## src/rtl/kbest_path_elect.sv

```systemverilog
// K-best survivor election: merges K ascending groups of 4 child paths and emits the K
// smallest-PED paths in order. Optional KBEST_PED_NORM_EN reports PEDs relative to the frame minimum.
`ifndef ERR_WL
`define ERR_WL 16
`endif

module kbest_path_elect #(
  parameter int N = 2,
  parameter int K = 4
) (
  input  logic                   clk,
  input  logic                   rst_n,
  input  logic                   in_valid,
  output logic                   in_ready,
  input  logic [K*4*N*2-1:0]     PATH_in,
  input  logic [K*4*`ERR_WL-1:0] PED_in,
  output logic                   out_valid,
  input  logic                   out_ready,
  output logic [N*2-1:0]         out_path,
  output logic [`ERR_WL-1:0]     out_ped,
  output logic [2:0]             out_grp,
  output logic                   out_last
);

  localparam int PW = N * 2;
  localparam int EW = `ERR_WL;
  localparam logic [2:0] LastCount = 3'(K - 1);

  localparam logic [1:0] IDLE   = 2'd0;
  localparam logic [1:0] SELECT = 2'd1;
  localparam logic [1:0] EMIT   = 2'd2;

  logic [1:0]    state_q;
  logic [2:0]    count_q;
  logic [EW-1:0] ped_q  [K][4];
  logic [PW-1:0] path_q [K][4];

  logic [2:0]    win_grp;
  logic [EW-1:0] win_ped;
  logic [PW-1:0] win_path;
  logic [EW-1:0] win_ped_rep;

  // Scan heads in ascending group order; strict < keeps the lowest group on a tie.
  always_comb begin
    win_grp  = '0;
    win_ped  = ped_q[0][0];
    win_path = path_q[0][0];
    for (int g = 1; g < K; g++) begin
      if (ped_q[g][0] < win_ped) begin
        win_grp  = 3'(g);
        win_ped  = ped_q[g][0];
        win_path = path_q[g][0];
      end
    end
  end

`ifdef KBEST_PED_NORM_EN
  logic [EW-1:0] base_q;
  logic [EW-1:0] base_d;

  always_comb begin
    base_d = PED_in[0 +: EW];
    for (int g = 1; g < K; g++) begin
      if (PED_in[(g*4)*EW +: EW] < base_d) base_d = PED_in[(g*4)*EW +: EW];
    end
  end

  // base is the smallest head, so every winner is >= base.
  assign win_ped_rep = win_ped - base_q;

  always_ff @(posedge clk) begin
    if (!rst_n) begin
      base_q <= '0;
    end else if (state_q == IDLE && in_valid) begin
      base_q <= base_d;
    end
  end
`else
  assign win_ped_rep = win_ped;
`endif

  assign in_ready  = (state_q == IDLE);
  assign out_valid = (state_q == EMIT);
  assign out_last  = (state_q == EMIT) && (count_q == LastCount);

  always_ff @(posedge clk) begin
    if (!rst_n) begin
      state_q  <= IDLE;
      count_q  <= '0;
      out_path <= '0;
      out_ped  <= '0;
      out_grp  <= '0;
      for (int g = 0; g < K; g++) begin
        for (int s = 0; s < 4; s++) begin
          ped_q[g][s]  <= '1;
          path_q[g][s] <= '0;
        end
      end
    end else begin
      case (state_q)
        IDLE: begin
          if (in_valid) begin
            for (int g = 0; g < K; g++) begin
              for (int s = 0; s < 4; s++) begin
                ped_q[g][s]  <= PED_in[(g*4+s)*EW +: EW];
                path_q[g][s] <= PATH_in[(g*4+s)*PW +: PW];
              end
            end
            count_q <= '0;
            state_q <= SELECT;
          end
        end
        SELECT: begin
          out_path <= win_path;
          out_ped  <= win_ped_rep;
          out_grp  <= win_grp;
          state_q  <= EMIT;
        end
        EMIT: begin
          if (out_ready) begin
            // Pop the emitted head; the refill value can never win within a frame.
            for (int g = 0; g < K; g++) begin
              if (out_grp == 3'(g)) begin
                for (int s = 0; s < 3; s++) begin
                  ped_q[g][s]  <= ped_q[g][s+1];
                  path_q[g][s] <= path_q[g][s+1];
                end
                ped_q[g][3]  <= '1;
                path_q[g][3] <= '0;
              end
            end
            count_q <= count_q + 3'd1;
            state_q <= (count_q == LastCount) ? IDLE : SELECT;
          end
        end
        default: state_q <= IDLE;
      endcase
    end
  end

endmodule

```

## config.mk

```make
export PLATFORM = sky130hd
export DESIGN_NAME = kbest_path_elect
export DESIGN_NICKNAME = d
export VERILOG_FILES = /design/src/rtl/kbest_path_elect.sv
export SDC_FILE = /design/constraint.sdc
export NUM_CORES = 1
export LEC_CHECK = 0
export ABC_CLOCK_PERIOD_IN_PS = 8100
export BUFFER_PORTS_ARGS = -buffer_cell sky130_fd_sc_hd__buf_4
export CAP_MARGIN = 20
export CORE_MARGIN = 2
export CORE_UTILIZATION = 54
export DETAILED_ROUTE_END_ITERATION = 8
export PLACE_DENSITY_LB_ADDON = 0.25
export SLEW_MARGIN = 0
export SYNTH_ARGS = -nofsm -noshare
export SYNTH_HDL_FRONTEND = slang
export SYNTH_SLANG_ARGS = --single-unit
```

## constraint.sdc

```tcl
create_clock -name clk -period 8.1 [get_ports clk]
set_input_delay 1.62 -clock clk [delete_from_list [all_inputs] [get_ports clk]]
set_output_delay 1.62 -clock clk [all_outputs]
set_load 0.01 [all_outputs]
```

==> impl_metrics.ini <==
[worst_hold_path]
hold_path_class = flip-flop to flip-flop

[yosys]
postSynth.asyncResetShare = 0
syn-num-nets = 1509
post_synth_edffs = 280
post-synth-top-area-fraction = 0.5496
synth_top_area_cell = sky130_fd_sc_hd__edfxtp_1
ys_seq_elements = 347
seq_area_frac_synth = 0.6373
syn_avg_cell_area_um2 = 13.43
synthesis.instances = 1139
ys_dominant_reg_cell = sky130_fd_sc_hd__edfxtp_1
post_synth_instance_area_um2 = 15300
yosys_warnings = 0
yosys-top-cells-area = sky130_fd_sc_hd__edfxtp_1, sky130_fd_sc_hd__o22a_1, sky130_fd_sc_hd__dfxtp_1
synth.lib_cells_used.distinct = 51

[final_layout]
final_layout_size_suffix_gt1_frac = 0.3067
final_cell_count_no_fill = 1865
insertedDiodeCount = 0
layout_overhead_on_the_synthesized_area_pct = 27.19
num-nets-final = 1828
fill_cells = 1982

[run]
drv.max_cap_violation_count = 0

[route]
final_antenna_net_count = 0
postRouteWirelength_um = 37390
vias = 10690
detailedRoute.firstIterationViolations = 835
drt-vias-per-instance = 5.734
wl_per_cell_um = 20.05
first_pass_iters = 5
drcViolationCount = 0

[sta]
setup_total_negative_slack_ns = 0
finalCritPeriodShare = 0.8823
final_hold_viol_count = 0
slew-limit-headroom = 0.3032
grt_setup_unrepaired = false
final-max-slew-violation-count = 0
timing.fmax_mhz = 139.9
setup_viol = 0
fin_skew_ns = 0.01330
layout_min_cycle_time_ns = 7.147
tightestPinTransition_ns = 1.045

[global_route]
grt_pass1_wl_um = 56290
globalRoute.totalOverflow = 0
first_global_vias = 10740
antenna_found_initial = 0
grt_start_max_net_pins = 113
grt_util_all_layers = 0.2484

[floorplan]
die_x_um = 172.3
fp.coreArea_um2 = 27860
num_io_pins = 350
start_util = 0.5491
floorplan.rows = 61
floorplan.die_area_um2 = 29690
die_y_um = 172.3

[critical_path]
cpPeakStageDelay_ns = 0.77
cp.required_ns = 8.50
critical_path.startpoint_type = flip-flop
setup.worst_path.class = flip-flop to flip-flop
timing.critical_path.slowest_stage_cell = sky130_fd_sc_hd__nor2_2
worst-path-max-fanout = 25
critPathMostFrequentCell = sky130_fd_sc_hd__a21o_1
critPathCaptureType = flip-flop
worst_ep_arrival_time_ns = 7.55

[pwr]
power.static_leakage_nw = 7.186
p_per_area_nw_per_um2 = 229.1
worst_ir_drop_vdd_v = 0.0002023

[place]
place.gp.congestion = 0.8739
post-place-cells = 1796
detailedPlacementHpwl_um = 26160
port_buffers = 348

[run_status]
run_status = finished clean

[cts]
clock_pin_slew_worst_setup_and_hold_paths_ns = 0.06
worstSkewPairLatency_ns = 0.52
cts-hold-fix-buffers = 0
cts_buffers = 37
clock_tree.htree_level_count = 2
cts_resized = 0
cts_tree = yes
cts-root-buf = sky130_fd_sc_hd__clkbuf_16
cts_setup_buffers = 0
clock_path_buffers = 3
clkSinkCount = 347
flip-flops by register name (all words and copies together), names as in the netlist:
register	flops
ped_q	256
path_q	64
out_ped	16
out_path	4
count_q	3
out_grp	2
state_q	2
synth_stat cells (2+ instances only):
cell type and instances:
sky130_fd_sc_hd__and3_1 2, sky130_fd_sc_hd__a21boi_0 2, sky130_fd_sc_hd__buf_2 4, sky130_fd_sc_hd__mux2_4 12
sky130_fd_sc_hd__o22a_1 180, sky130_fd_sc_hd__o31a_1 15, sky130_fd_sc_hd__o211ai_1 3, sky130_fd_sc_hd__and2_1 9
sky130_fd_sc_hd__inv_1 40, sky130_fd_sc_hd__dfxtp_1 67, sky130_fd_sc_hd__nand2b_1 37, sky130_fd_sc_hd__o21a_1 3
sky130_fd_sc_hd__clkbuf_1 72, sky130_fd_sc_hd__or2_2 3, sky130_fd_sc_hd__nand2_1 73, sky130_fd_sc_hd__a31oi_1 7
sky130_fd_sc_hd__mux2_2 13, sky130_fd_sc_hd__a21oi_1 33, sky130_fd_sc_hd__nor4_1 2, sky130_fd_sc_hd__buf_6 2
sky130_fd_sc_hd__nand4_1 7, sky130_fd_sc_hd__a22o_1 56, sky130_fd_sc_hd__o21ai_0 44, sky130_fd_sc_hd__o21ai_1 20
sky130_fd_sc_hd__ha_1 46, sky130_fd_sc_hd__buf_1 5, sky130_fd_sc_hd__o22ai_1 28, sky130_fd_sc_hd__nor2_1 13
sky130_fd_sc_hd__buf_4 2, sky130_fd_sc_hd__a21o_1 9, sky130_fd_sc_hd__a211oi_1 5, sky130_fd_sc_hd__mux2i_1 17
sky130_fd_sc_hd__nor3_1 2, sky130_fd_sc_hd__nand3_1 4, sky130_fd_sc_hd__edfxtp_1 280, sky130_fd_sc_hd__nor2b_1 5
sky130_fd_sc_hd__nor3b_1 3
routing by layer:
layer  vias up  share of wire  GRT usage
li1       5133              -          -
met1      5108           0.39     0.3021
met2       370           0.50     0.4283
met3        83          0.071    0.06271
met4         0          0.031    0.09280
met5         -              0          0
power by group:
part | total [mW] | internal, mW | switching, mW
clock network | 1.69 | 1.02 | 0.671
registers | 2.10 | 2.05 | 0.0468
logic | 0.672 | 0.324 | 0.348
final timing paths:
check	endpoint	slack [ns]	cells after the start	startpoint
worst max-delay path	out_ped[13]	0.95	25	ped_q[1][59]
worst min-delay path	ped_q[2][12]	0.47	1	ped_q[2][12]
worst max register to register	out_ped[13]	0.95	25	ped_q[1][59]
worst min register to register	ped_q[2][12]	0.47	1	ped_q[2][12]
worst max-delay path, delay by kind of cell (launching register included):
kind / cells / cell delay [ns]
AO/OA/AOI/OAI: 15 / 3.52
adder cells (fa/ha/maj): 3 / 0.82
buffers and inverters: 2 / 0.65
flip-flops: 1 / 0.39
multiplexers: 2 / 0.67
AND/OR/NAND/NOR: 3 / 1.01
placed cells by master (no fill, tap or decap), types with 38 or more instances in the layout:
cell / n
sky130_fd_sc_hd__o21ai_0: 44
sky130_fd_sc_hd__clkbuf_16: 39
sky130_fd_sc_hd__dfxtp_1: 67
sky130_fd_sc_hd__buf_4: 363
sky130_fd_sc_hd__o22a_1: 180
sky130_fd_sc_hd__inv_1: 38
sky130_fd_sc_hd__ha_1: 46
sky130_fd_sc_hd__a22o_1: 56
sky130_fd_sc_hd__edfxtp_1: 280
sky130_fd_sc_hd__nand2_1: 72
kinds of logic after synthesis:
group	count (synthesis)	share of synthesized area
buf+inv	125	0.03247
fa+ha+maj	46	0.03762
mux	42	0.03247
flops	347	0.6373
compound gates	413	0.2060
other cells	1	0.0002451
simple gates	165	0.05390
metrics by stage:
stage / setup slack [ns] / power (mW) / util / area (um2) / hold slack (ns)
after global placement: 1.283 / 2.776 / 0.6530 / 18190 / 0.4480
after global routing: 0.4874 / 4.624 / 0.6984 / 19460 / 0.4859
after floorplan: 2.259 / 2.543 / - / 15300 / 0.4374
final: 0.9531 / 4.458 / 0.6984 / 19460 / 0.4737
after CTS: 1.019 / 4.475 / 0.6974 / 19430 / 0.4734
after detailed placement: 1.050 / 2.799 / 0.6536 / 18210 / 0.4598
layout make-up:
cell class	instances	area [um2]	area share
Clock buffer	47	1016	0.05222
Multi-Input combinational cell	667	5095	0.2619
Timing Repair Buffer	365	2768	0.1423
Clock inverter	21	205.2	0.01055
Tap cell	378	473.0	0.02431
Inverter	40	150.1	0.007717
Sequential cell	347	9749	0.5011
Power figures use the tool's default switching activity.
